## config.mk

```make
export PLATFORM = sky130hd
export DESIGN_NAME = tag_alloc
export DESIGN_NICKNAME = d
export VERILOG_FILES = /design/src/rtl/tag_alloc.sv
export SDC_FILE = /design/constraint.sdc
export NUM_CORES = 1
export LEC_CHECK = 0
export ABC_AREA = 1
export CAP_MARGIN = 15
export CORE_MARGIN = 2
export CORE_UTILIZATION = 55
export CTS_BUF_LIST = sky130_fd_sc_hd__clkbuf_4 sky130_fd_sc_hd__clkbuf_8
export DETAILED_ROUTE_END_ITERATION = 10
export MAX_ROUTING_LAYER = met4
export PLACE_DENSITY = 0.76
export SYNTH_ARGS = -nofsm -noshare
export SYNTH_HDL_FRONTEND = slang
export SYNTH_SLANG_ARGS = --single-unit
```

## constraint.sdc

```tcl
create_clock -name clk -period 3.25 [get_ports clk]
set_input_delay 0.4875 -clock clk [delete_from_list [all_inputs] [get_ports clk]]
set_output_delay 0.4875 -clock clk [all_outputs]
set_load 0.05 [all_outputs]
```

## src/rtl/tag_alloc.sv

```systemverilog
// Free-list tag allocator: lowest-free-index grant, release by binary index, flush returns every tag.
// Optional double-free sticky error checking is built only when TAG_ALLOC_ERR_CHK_EN is defined.
module tag_alloc #(
  parameter int NUM_ENTRIES = 32,
  parameter int IDX_W       = $clog2(NUM_ENTRIES)
) (
  input  logic             clk,
  input  logic             rst_n,
  input  logic             alloc_req,
  output logic             alloc_gnt,
  output logic [IDX_W-1:0] alloc_idx,
  input  logic             free_vld,
  input  logic [IDX_W-1:0] free_idx,
  input  logic             flush,
  output logic [IDX_W:0]   free_cnt,
  output logic             empty,
  output logic             full,
  output logic             dbl_free_err
);

  localparam logic [IDX_W:0] CNT_MAX = (IDX_W+1)'(NUM_ENTRIES);

  logic [NUM_ENTRIES-1:0] r_free_map;
  logic [IDX_W:0]         r_free_cnt;
  logic                   r_empty;
  logic                   r_full;

  logic [IDX_W-1:0]       w_alloc_idx;
  logic                   w_gnt;
  logic [NUM_ENTRIES-1:0] w_gnt_oh;
  logic [NUM_ENTRIES-1:0] w_free_oh;
  logic                   w_dbl_free;
  logic                   w_set;
  logic [NUM_ENTRIES-1:0] w_map_nxt;
  logic [IDX_W:0]         w_cnt_nxt;

  // Priority encoder: scanning from the top lets the lowest free index win.
  always_comb begin
    w_alloc_idx = '0;
    for (int i = NUM_ENTRIES - 1; i >= 0; i--) begin
      if (r_free_map[i]) w_alloc_idx = IDX_W'(i);
    end
  end

  assign w_gnt      = rst_n & alloc_req & ~r_empty & ~flush;
  assign w_gnt_oh   = w_gnt ? (NUM_ENTRIES'(1) << w_alloc_idx) : '0;
  assign w_free_oh  = NUM_ENTRIES'(1) << free_idx;
  assign w_dbl_free = free_vld & r_free_map[free_idx];
  // A double free never sets a bit, so the grant wins when both name the same tag.
  assign w_set      = free_vld & ~w_dbl_free;

  always_comb begin
    w_map_nxt = r_free_map & ~w_gnt_oh;
    if (w_set) w_map_nxt = w_map_nxt | w_free_oh;
  end

  always_comb begin
    w_cnt_nxt = r_free_cnt;
    if (w_set && !w_gnt)      w_cnt_nxt = r_free_cnt + 1'b1;
    else if (w_gnt && !w_set) w_cnt_nxt = r_free_cnt - 1'b1;
  end

  always_ff @(posedge clk or negedge rst_n) begin
    if (!rst_n) begin
      r_free_map <= '1;
      r_free_cnt <= CNT_MAX;
      r_empty    <= 1'b0;
      r_full     <= 1'b1;
    end else if (flush) begin
      r_free_map <= '1;
      r_free_cnt <= CNT_MAX;
      r_empty    <= 1'b0;
      r_full     <= 1'b1;
    end else begin
      r_free_map <= w_map_nxt;
      r_free_cnt <= w_cnt_nxt;
      r_empty    <= (w_cnt_nxt == '0);
      r_full     <= (w_cnt_nxt == CNT_MAX);
    end
  end

`ifdef TAG_ALLOC_ERR_CHK_EN
  logic r_err;

  // Sticky until reset; a free discarded by flush is not counted.
  always_ff @(posedge clk or negedge rst_n) begin
    if (!rst_n) begin
      r_err <= 1'b0;
    end else if (w_dbl_free && !flush) begin
      r_err <= 1'b1;
`ifndef SYNTHESIS
      $error("tag_alloc: double free of tag %0d", free_idx);
`endif
    end
  end

  assign dbl_free_err = r_err;
`else
  assign dbl_free_err = 1'b0;
`endif

  assign alloc_gnt = w_gnt;
  assign alloc_idx = w_alloc_idx;
  assign free_cnt  = r_free_cnt;
  assign empty     = r_empty;
  assign full      = r_full;

endmodule

```

==> impl_results.md <==
* Max-Cap Viols at 0
* Leading cell types by total area after synthesis: sky130_fd_sc_hd__dfstp_2 31%, sky130_fd_sc_hd__nand2_1 12%, sky130_fd_sc_hd__inv_1 7.1%
* Via count of the first global-routing pass at 2793
* Worst endpoint required time at 2.76 ns
* Maximum number of pins on one net before global-route repair at 41
* Highest achievable clock rate at 0.312 GHz
* Hold slack at 0.258 ns
* Worst Setup Slack, final at about 0.045 ns
* Cell area after synthesis at a little under 3000 um2
* Maximum vdd ir drop at 0.000266 V
* Synthesized netlist cell count at 399
* Violation count after the first detailed-routing iteration at approximately 270
* Layer carrying the most global-route usage: met2
* Power per standard cell area at 367 nW/um2
* DR vias/cell at slightly below 6
* Proportion of netlist area held by the largest area contributor at 30.7%
* Number of warnings reported in the yosys synthesis log at 0
* Leakage component of the power at ~0.0015 uW
* First-pass DRT Iterations at 5
* RSZ-0062 raised after global routing: yes
* Part of the total power dissipated in combinational logic at approximately a quarter
* Share of total power consumed by net switching at 32.7%
* Port bufs at 23
* Final net count at roughly 450
* TritonCTS clock tree: yes
* Critical-path cell with the highest stage delay: sky130_fd_sc_hd__dfstp_2
* Die extent in y at 76.7 um
* Final hold viol count at 0
* Post-Route Setup TNS at 0 ns
* Insertion delay to the later sink of the worst-skew pair at 0.30 ns
* Detailed Route WL at 9070 um
* Switching power of the nets at 412 uW
* Wire length per cell at 18.0 um
* Die X-Extent at around 77 um
* Die ar. at 5890 um2
* Sequential cell area at about 1000 um2
* Sequential share of power at 42.1%
* Fillers at 444
* Clock net sink count at 40
* Final worst path period share at 98.6%
* Worst clock skew at 0.00929 ns
* Run status: finished, final reports clean
* Element type at the critical path end: primary output
* Crit-path max cell delay at ~0.58 ns
* Routed Antenna Nets at 0
* Count of cell types in the netlist at 45
* Detailed-route via count at 2988
* # setup viols final at 0
* Number of flip-flops and latches in the synthesized netlist at 40
* Mapped Nets at 411
* Biggest fanout along the worst timing path at 2
* Register area share after synthesis at 35.9%
* Global Route met2 Usage at 50.2%
* H-Tree Level Count at 2
* Setup WS pre-CTS at -0.0599 ns
* Clock Path Buffers at 2
* Area occupied by multi-input gates at 1560 um2
* Sort of element at the start of the critical path: flop
* Placeable Area at around 5000 um2
* Proportion of register bits with asynchronous set or reset after synthesis at 100%
* Pins Over Slew Limit at 0
* Classification of the worst-slack hold path: primary input to asynchronous set/reset pin
* Residual overflow from global routing at 0
* Antenna Cells at 0
* Fraction of layout instances using a drive strength above 1 at about a quarter
* DRC violation count after routing at 0
* Post-synth top flop: sky130_fd_sc_hd__dfstp_2
* Number of enable flip-flop cells after synthesis at 0
* Synth Area per Inst at 7.29 um2
* Count of boundary I/O pins at 25
* Minimum clock period after layout at 3.20 ns
* Global-route wire length before repair at 14500 um
* Initial antenna violation count at 0
* Initial core utilization at between 50% and 60%
* Tightest Pin Transition at between 0.5 and 0.6 ns
* Crit path arrival time at ~2.7 ns
* Total clock buffers created by CTS at 5
* Internal power consumption at about 850 uW
* Cell repeated most along the worst path: sky130_fd_sc_hd__nand2_1
* Area leader, netlist: sky130_fd_sc_hd__dfstp_2
* Clk pwr share at 34.5%
* Worst slew margin relative to its limit at 65.5%
* Overall track demand over capacity in global routing at 32.5%
* Clock slew at the register clock pins of the worst setup and hold paths at 0.09 ns
* Kind of critical path: flop to primary output
* HPWL after DPL at 6920 um
* Area delta synth->final at 17.8%
* Number of cell rows at 26
* GRT met3 Usage at 5.53%
* M1 GR Usage at 43.4%
* Final estimated routing congestion in global placement at between 0.9 and 1
* Clock root buffer: sky130_fd_sc_hd__clkbuf_8
## cells in the final DEF, fill, tap and decap left out, drive strengths merged, types with 3 or more instances in the layout
cell and instances:
a21oi 13, a221oi 4, a31oi 16, buf 23, clkbuf 5, clkdlybuf4s50 15
dfrtp 6, dfstp 34, inv 63, nand2 103, nand3 25, nand4 9
nor2 41, nor3 5, o2111ai 3, o211ai 11, o21ai 21, o21bai 9
o22ai 7, xor2 3
## final timing paths
kind / start / to / slack (ns) / depth (start not counted)
hold / removal: rst_n / free_cnt[3]$_DFF_PN0_ / 0.26 / 2
min in group clk: r_free_map[29]$_DFF_PN1_ / r_free_map[29]$_DFF_PN1_ / 0.48 / 2
max in group asynchronous: rst_n / r_free_map[5]$_DFF_PN1_ / 2.62 / 2
setup / recovery: r_free_map[30]$_DFF_PN1_ / alloc_idx[0] / 0.05 / 34
hold reg to reg: r_free_map[29]$_DFF_PN1_ / r_free_map[29]$_DFF_PN1_ / 0.48 / 2
setup reg to reg: r_free_map[30]$_DFF_PN1_ / r_free_map[28]$_DFF_PN1_ / 0.30 / 36
## worst max-delay path: cells and delay by family, from the launching register on
family	cells	cell delay (ns)
flip-flops	1	0.58
buffers and inverters	3	0.21
AND/OR/NAND/NOR	31	1.65
## layout make-up
cell class	instances	share of cell area, %
Clock buffer	5	2.01
Clock inverter	3	1.35
Sequential cell	40	30.4
Tap cell	70	2.55
Inverter	63	6.97
Multi-Input combinational cell	284	45.5
Timing Repair Buffer	40	11.2
## Yosys cell counts (6+ instances only)
| library cell | instances |
|---|---|
| sky130_fd_sc_hd__dfstp_2 | 34 |
| sky130_fd_sc_hd__o211ai_1 | 11 |
| sky130_fd_sc_hd__a31oi_1 | 16 |
| sky130_fd_sc_hd__nand2_1 | 96 |
| sky130_fd_sc_hd__o21ai_1 | 10 |
| sky130_fd_sc_hd__a21oi_1 | 11 |
| sky130_fd_sc_hd__nand4_1 | 9 |
| sky130_fd_sc_hd__nor2_1 | 31 |
| sky130_fd_sc_hd__o22ai_1 | 6 |
| sky130_fd_sc_hd__inv_2 | 7 |
| sky130_fd_sc_hd__dfrtp_1 | 6 |
| sky130_fd_sc_hd__nand3_1 | 22 |
| sky130_fd_sc_hd__o21ai_0 | 11 |
| sky130_fd_sc_hd__o21bai_1 | 9 |
| sky130_fd_sc_hd__inv_1 | 55 |
## cell families after synthesis
logic type,count (synthesis),share of synthesized area [%]
buf+inv,75,11.1
xor+xnor,3,0.903
fa+ha+maj,2,0.860
simple gates,189,30.7
other cells,1,0.129
compound gates,89,20.4
flops,40,35.9
## power by group through the flow
| stage | logic (uW) | clock network (uW) | registers, uW |
|---|---|---|---|
| 6_report | 295 | 435 | 530 |
| 3_5_place_dp | 288 | 0 | 538 |
| 3_3_place_gp | 285 | 0 | 538 |
| 5_1_grt | 320 | 461 | 533 |
| 2_1_floorplan | 142 | 0 | 587 |
| 4_1_cts | 291 | 438 | 530 |
## state kept, by name (all words and copies together), names as in the netlist
name	cells
empty	1
free_cnt	6
full	1
r_free_map	32
## metrics by stage
stage	power [uW]	area [um2]	std cells	util [%]
6_report	1260	3430	505	67.1
5_1_grt	1310	3430	505	67.1
4_1_cts	1260	3380	502	66.2
3_5_place_dp	826	3240	490	63.4
3_3_place_gp	823	3240	490	63.4
2_1_floorplan	729	2910	399	-
## metal layers
layer | vias to the layer above | wire (um) | share of wire (%)
met1 | 1411 | 3950 | 44
met4 | 0 | 249 | 2.7
li1 | 1399 | - | -
met2 | 159 | 4180 | 46
met3 | 19 | 687 | 7.6
met5 | - | 0 | 0
## repair_timing
action | 4_1_cts | 5_1_grt
hold buffers | 0 | 0
pin swaps | 1 | 5
endpoints found under the setup margin | 1 | 4
setup buffers | 4 | 3
gates resized for setup | 0 | 9
No activity file was read; power rests on OpenSTA's default activity.
